File: config.mk
export PLATFORM = sky130hd
export DESIGN_NAME = simd_issue_ctrl
export DESIGN_NICKNAME = d
export VERILOG_FILES = /design/src/rtl/simd_issue_ctrl.sv
export SDC_FILE = /design/constraint.sdc
export NUM_CORES = 2
export LEC_CHECK = 0
export BUFFER_PORTS_ARGS = -buffer_cell sky130_fd_sc_hd__buf_2
export CAP_MARGIN = 20
export CORE_MARGIN = 3
export CORE_UTILIZATION = 40
export CTS_BUF_LIST = sky130_fd_sc_hd__clkbuf_16
export DETAILED_ROUTE_END_ITERATION = 8
export HOLD_SLACK_MARGIN = 0.15
export PLACE_DENSITY = 0.61
export RECOVER_POWER = 100
export SYNTH_ARGS = -nofsm -noshare
export SYNTH_HDL_FRONTEND = slang
export SYNTH_SLANG_ARGS = --single-unit
File: constraint.sdc
create_clock -name clk -period 4 [get_ports clk]
set_clock_uncertainty 0.1 [all_clocks]
set_input_delay 0 -clock clk [delete_from_list [all_inputs] [get_ports clk]]
set_output_delay 0 -clock clk [all_outputs]
set_load 0.01 [all_outputs]
File: src/rtl/simd_issue_ctrl.sv
// ---------------------------------------------------------------------------
// simd_issue_ctrl
//
// Instruction sequencer at the front of the pipelined multimedia SIMD unit.
// A small program buffer is loaded from the host port while the sequencer is
// idle. On start it issues one instruction per cycle into the IF/ID stage
// register. After the last program instruction it issues DRAIN_CYCLES NOPs
// so the downstream stages empty, then reports completion. A hold input
// stalls issue for a cycle without losing or skipping an instruction.
//
// Handshake / control semantics: load_en and start are single-cycle
// qualifiers sampled on the rising edge of clk. They are accepted only while
// the sequencer is IDLE or DONE and are silently ignored while busy. There is
// no back-pressure on the output side: instr_out/instr_valid are registered
// and change every cycle; instr_valid=1 marks a real program instruction,
// instr_valid=0 marks a filler NOP.
//
// Ports:
//   clk          in   1     rising-edge clock
//   rst          in   1     synchronous, active-high reset
//   load_en      in   1     write load_instr into buffer[load_addr]
//   load_addr    in   AW    buffer write address
//   load_instr   in   25    instruction word to store
//   prog_len     in   AW+1  number of instructions to run (latched on start)
//   start        in   1     begin program execution
//   hold         in   1     stall issue for this cycle
//   instr_out    out  25    instruction presented to the IF/ID register
//   instr_valid  out  1     instr_out is a real program instruction
//   pc           out  AW    index of the next buffer entry to issue
//   issued_count out  AW+1  program instructions issued since last start
//   busy         out  1     state is RUN or DRAIN
//   done         out  1     state is DONE
// ---------------------------------------------------------------------------
module simd_issue_ctrl #(
    parameter int          DEPTH        = 64,
    parameter int          AW           = 6,
    parameter int          DRAIN_CYCLES = 3,
    parameter logic [24:0] NOP          = 25'b1100000000000000000000000
) (
    input  logic          clk,
    input  logic          rst,
    input  logic          load_en,
    input  logic [AW-1:0] load_addr,
    input  logic [24:0]   load_instr,
    input  logic [AW:0]   prog_len,
    input  logic          start,
    input  logic          hold,
    output logic [24:0]   instr_out,
    output logic          instr_valid,
    output logic [AW-1:0] pc,
    output logic [AW:0]   issued_count,
    output logic          busy,
    output logic          done
);

    // Drain counter must hold the value DRAIN_CYCLES itself.
    localparam int DW = (DRAIN_CYCLES < 2) ? 1 : $clog2(DRAIN_CYCLES + 1);

    typedef enum logic [1:0] {
        S_IDLE  = 2'd0,
        S_RUN   = 2'd1,
        S_DRAIN = 2'd2,
        S_DONE  = 2'd3
    } state_t;

    state_t        state_q, state_d;
    logic [AW-1:0] pc_q, pc_d;
    logic [AW:0]   issued_q, issued_d;
    logic [AW:0]   len_q, len_d;
    logic [DW-1:0] drain_q, drain_d;
    logic [24:0]   instr_q, instr_d;
    logic          valid_q, valid_d;
    logic          busy_q, busy_d;
    logic          done_q, done_d;

    // Program buffer; deliberately not reset.
    logic [24:0]   prog_mem_q [DEPTH];

    logic          can_accept;
    logic          start_ok;
    logic [AW:0]   len_clamped;
    logic          last_issue;

    assign can_accept  = (state_q == S_IDLE) || (state_q == S_DONE);
    assign start_ok    = start && can_accept;
    assign len_clamped = (prog_len > (AW+1)'(DEPTH)) ? (AW+1)'(DEPTH) : prog_len;
    // The issue happening this cycle is the final one of the program.
    assign last_issue  = ((issued_q + (AW+1)'(1)) == len_q);

    // -----------------------------------------------------------------------
    // Program buffer write port. A load sampled together with start is
    // written at that same edge, so the first issue (one edge later) already
    // reads the new word -- no bypass path is needed.
    // -----------------------------------------------------------------------
    always_ff @(posedge clk) begin
        if (load_en && can_accept) begin
            prog_mem_q[load_addr] <= load_instr;
        end
    end

    // -----------------------------------------------------------------------
    // State and output registers
    // -----------------------------------------------------------------------
    always_ff @(posedge clk) begin
        if (rst) begin
            state_q  <= S_IDLE;
            pc_q     <= '0;
            issued_q <= '0;
            len_q    <= '0;
            drain_q  <= '0;
            instr_q  <= NOP;
            valid_q  <= 1'b0;
            busy_q   <= 1'b0;
            done_q   <= 1'b0;
        end else begin
            state_q  <= state_d;
            pc_q     <= pc_d;
            issued_q <= issued_d;
            len_q    <= len_d;
            drain_q  <= drain_d;
            instr_q  <= instr_d;
            valid_q  <= valid_d;
            busy_q   <= busy_d;
            done_q   <= done_d;
        end
    end

    // -----------------------------------------------------------------------
    // Next-state logic
    // -----------------------------------------------------------------------
    always_comb begin
        state_d = state_q;
        case (state_q)
            S_IDLE, S_DONE: begin
                if (start) begin
                    // An empty program still drains so done timing is uniform.
                    state_d = (len_clamped != '0) ? S_RUN : S_DRAIN;
                end
            end
            S_RUN: begin
                if (!hold && last_issue) begin
                    state_d = S_DRAIN;
                end
            end
            S_DRAIN: begin
                // Leave only once the counter has already reached zero, i.e.
                // after DRAIN_CYCLES NOP issues have been counted down.
                if (drain_q == '0) begin
                    state_d = S_DONE;
                end
            end
            default: state_d = S_IDLE;
        endcase
    end

    // -----------------------------------------------------------------------
    // Output / datapath next values
    // -----------------------------------------------------------------------
    always_comb begin
        pc_d     = pc_q;
        issued_d = issued_q;
        len_d    = len_q;
        drain_d  = drain_q;
        instr_d  = NOP;
        valid_d  = 1'b0;

        case (state_q)
            S_IDLE, S_DONE: begin
                if (start_ok) begin
                    len_d    = len_clamped;
                    pc_d     = '0;
                    issued_d = '0;
                    drain_d  = DW'(DRAIN_CYCLES);
                end
            end
            S_RUN: begin
                if (!hold) begin
                    instr_d  = prog_mem_q[pc_q];
                    valid_d  = 1'b1;
                    issued_d = issued_q + (AW+1)'(1);
                    if (last_issue) begin
                        // pc stays on the final entry; only a full-depth
                        // program would otherwise wrap it back to 0.
                        drain_d = DW'(DRAIN_CYCLES);
                    end else begin
                        pc_d = pc_q + AW'(1);
                    end
                end
            end
            S_DRAIN: begin
                if (drain_q != '0) begin
                    drain_d = drain_q - DW'(1);
                end
            end
            default: begin
            end
        endcase

        busy_d = (state_d == S_RUN) || (state_d == S_DRAIN);
        done_d = (state_d == S_DONE);
    end

    assign instr_out    = instr_q;
    assign instr_valid  = valid_q;
    assign pc           = pc_q;
    assign issued_count = issued_q;
    assign busy         = busy_q;
    assign done         = done_q;

    // -----------------------------------------------------------------------
    // Invariants
    // -----------------------------------------------------------------------
    a_busy_done_excl : assert property (@(posedge clk) !(busy_q && done_q));
    a_valid_in_busy  : assert property (@(posedge clk) disable iff (rst)
                                        valid_q |-> busy_q);
    a_issued_le_len  : assert property (@(posedge clk) disable iff (rst)
                                        issued_q <= len_q);

endmodule

==> flow_metrics.env <==
export IMPL_grt_pass1_vias=31830
export IMPL_antenna_found_initial=11
export IMPL_die_h_um=403.5
export IMPL_wl_met2_um=77140
export IMPL_setup_tns_ns=0
export IMPL_cts_root_buf="clkbuf_16"
export IMPL_remaining_drc_errors=0
export IMPL_final_nets=3174
export IMPL_relSlewSlack_pct=-110.4
export IMPL_power_leakage_uw=0.02176
export IMPL_core_area_sq_um=156600
export IMPL_routed_wl_um=162000
export IMPL_syn_avg_cell_area_sq_um=22.68
export IMPL_firstDrtPassIters=6
export IMPL_pin_count=84
export IMPL_hold_path_class="in -> reg"
export IMPL_port_buffers=83
export IMPL_cp_top_family="simple AND/OR/NAND/NOR gates"
export IMPL_crit_buf_inv=2
export IMPL_async_flop_share_pct=0
export IMPL_r2r_setup_slack_ns=0.22
export IMPL_met1_length_um=66550
export IMPL_ir_drop_v=0.0003695
export IMPL_violations="max-capacitance violations, max-slew violations"
export IMPL_start_util_pct=40.36
export IMPL_end_kind="flip-flop"
export IMPL_via_per_inst=5.855
export IMPL_synth_warnings=0
export IMPL_place_congestion=0.8055
export IMPL_clk_pin_slew_worst_paths_ns=0.05
export IMPL_synthCells=2787
export IMPL_dieArea_sq_um=162800
export IMPL_hpwlAfterDp_um=90130
export IMPL_vias=31100
export IMPL_grt_usage_pct=19.93
export IMPL_postCtsSetupBuffers=0
export IMPL_final_common_cell="edfxtp_1"
export IMPL_critPathSlowestCell="nor2_1"
export IMPL_max_cap_violations=33
export IMPL_fin_crit_ns=3.776
export IMPL_fmax_mhz=264.8
export IMPL_setup_violations=0
export IMPL_cts_tree="yes"
export IMPL_h_tree_depth=4
export IMPL_yosysUniqueCellTypes=57
export IMPL_drtIter0Drc=4229
export IMPL_cp_required_ns=4.36
export IMPL_dr_max_layer_used="met5"
export IMPL_wl_met3_um=13480
export IMPL_worstSkewPairLatency_ns=0.77
export IMPL_antenna_left=0
export IMPL_syn_nets=2836
export IMPL_fin_crit_sh_pct=94.41
export IMPL_hold_viol_final=0
export IMPL_die_x_um=403.5
export IMPL_routedWlPerCell_um=30.50
export IMPL_utilization_pct=46.44
export IMPL_arrival_ns=4.14
export IMPL_cts_buffer_depth=3
export IMPL_slew_viol_final=1420
export IMPL_timing_hold_ws_ns=0.2833
export IMPL_layout_common_cells="edfxtp_1 (1,600), mux4_2 (429), clkbuf_16 (171)"
export IMPL_crit_path_start_kind="flip-flop"
export IMPL_crit_path_cell_trace="inv_1 -> ha_2 -> nor2b_1 -> nand2_1 -> nor2_1 -> buf_12"
export IMPL_cp_max_fo=16
export IMPL_rsz0062_at_grt="false"
export IMPL_grt_pass1_wl_um=231600
export IMPL_grt_max_degree=93
export IMPL_worstMarginPinSlew_ns=3.156
export IMPL_crit_type="reg -> reg"
export IMPL_grt_overflow=0
export IMPL_drive_above_1_share_pct=26.23
export IMPL_critical_path_max_stage_delay_ns=1.39
export IMPL_ys_seq_area_share_pct=77.67
export IMPL_power_density_nw_per_um2=508.1
export IMPL_area_delta_synth_final_pct=15.04
export IMPL_num_rows=145
export IMPL_ys_seq_elements=1652
export IMPL_cts_sinks=1652
export IMPL_status="finished with violations"
export IMPL_synth_edf_count=1600
export IMPL_ys_flop_type="edfxtp_1"
export IMPL_syn_area_sq_um=63200
export IMPL_cts_made_buffers=166
==> worst reg2reg max path, stage by stage, from the launching register on <==
cell,delay [ns]
dfxtp_1,0.39
inv_1,0.07
ha_2,0.53
nor2b_1,0.33
nand2_1,0.36
nor2_1,1.39
buf_12,0.28
==> timing repair <==
action | in CTS | in global routing
hold endpoints to repair | 1797 | 170
hold buffers | 65 | 17
endpoints found under the setup margin | 0 | 1
gates resized for setup | 0 | 1
==> power breakdown <==
part / internal [uW] / switching [uW]
registers: 19200 / 91.9
logic: 1260 / 1470
clock network: 8660 / 6280
total: 29100 / 7840
==> worst paths after layout <==
check                            to       start  depth (start not counted)
setup / recovery  prog_mem_q[4][14]  state_q[0]                          6
hold / removal           drain_q[1]        hold                          5
setup reg to reg  prog_mem_q[4][14]  state_q[0]                          6
hold reg to reg          drain_q[1]  drain_q[1]                          2
==> kinds of logic (layout without fill, tap and decap cells) <==
family,Yosys count,count (layout),share of synthesized area (%)
adders and majority gates,6,6,0.1188
AOI/OAI and AO/OA,218,218,2.283
other,0,1,0
DFF,1652,1652,77.67
muxes,526,526,16.82
xor gates and xnor gates,10,10,0.1386
and+or+nand+nor,224,224,1.657
buffers and inverters,151,616,1.305
==> Yosys cell counts (2+ instances only) <==
| master | instances | area, sq um |
|---|---|---|
| edfxtp_1 | 1600 | 48050 |
| mux4_2 | 429 | 9662 |
| nor2_1 | 103 | 386.6 |
| mux2i_1 | 97 | 970.9 |
| clkbuf_1 | 55 | 206.5 |
| dfxtp_1 | 52 | 1041 |
| a21oi_1 | 49 | 245.2 |
| nand2_1 | 43 | 161.4 |
| buf_2 | 35 | 175.2 |
| o22ai_1 | 32 | 200.2 |
| o221ai_1 | 24 | 210.2 |
| o21ai_0 | 23 | 115.1 |
| buf_4 | 20 | 150.1 |
| buf_1 | 19 | 71.32 |
| nand3_1 | 16 | 80.08 |
| a22oi_1 | 15 | 112.6 |
| buf_6 | 14 | 157.7 |
| nand2b_1 | 14 | 87.58 |
| a211oi_1 | 13 | 97.59 |
| o21ai_1 | 13 | 65.06 |
| nor2b_1 | 11 | 68.82 |
| o2111ai_1 | 11 | 96.34 |
| a31oi_1 | 9 | 56.30 |
| nor3b_1 | 9 | 67.56 |
| o32ai_1 | 8 | 70.07 |
| ha_1 | 6 | 75.07 |
| xor2_1 | 6 | 52.55 |
| or3_1 | 5 | 31.28 |
| inv_1 | 4 | 15.01 |
| nor3_1 | 4 | 20.02 |
| o211ai_1 | 4 | 30.03 |
| o31ai_1 | 4 | 30.03 |
| xnor2_1 | 4 | 35.03 |
| a211o_1 | 3 | 26.28 |
| and3_1 | 3 | 18.77 |
| buf_8 | 3 | 45.04 |
| nand3b_1 | 3 | 22.52 |
| a22o_1 | 2 | 17.52 |
| and2_1 | 2 | 12.51 |
| nor4_1 | 2 | 12.51 |
| nor4b_1 | 2 | 17.52 |
==> metrics by stage <==
step | instance area [sq um] | std cells | power (uW) | setup slack [ns]
2_1_floorplan | 63200 | 2787 | 21450 | 0.9339
3_3_place_gp | 66940 | 4910 | 22240 | 0.7186
3_5_place_dp | 66960 | 4911 | 22320 | 0.7272
4_1_cts | 72840 | 5271 | 37220 | 0.2636
5_1_grt | 72700 | 5311 | 38090 | 0.1132
6_report | 72700 | 5311 | 36940 | 0.2235
==> cell type report <==
cell class / instances / area (sq um)
Antenna cell: 1 / 2.502
Clock buffer: 171 / 4279
Clock inverter: 124 / 947.2
Fill cell: 12730 / 83860
Inverter: 5 / 18.77
Multi-Input combinational cell: 984 / 13500
Sequential cell: 1652 / 49100
Tap cell: 2058 / 2575
Timing Repair Buffer: 316 / 2288
==> metal layers <==
layer | global-route usage [%] | up-vias
met5 | 0 | -
met4 | 6.212 | 6
met3 | 3.942 | 279
met2 | 31.60 | 1518
met1 | 28.05 | 16730
li1 | - | 12570
==> registers in the layout (all words and copies together), names as in the netlist <==
name          count
busy              1
instr_valid       1
pc                6
prog_mem_q     1600
len_q             7
issued_count      7
instr_out        25
drain_q           2
state_q           2
done              1
(Power assumes the default switching activity.)
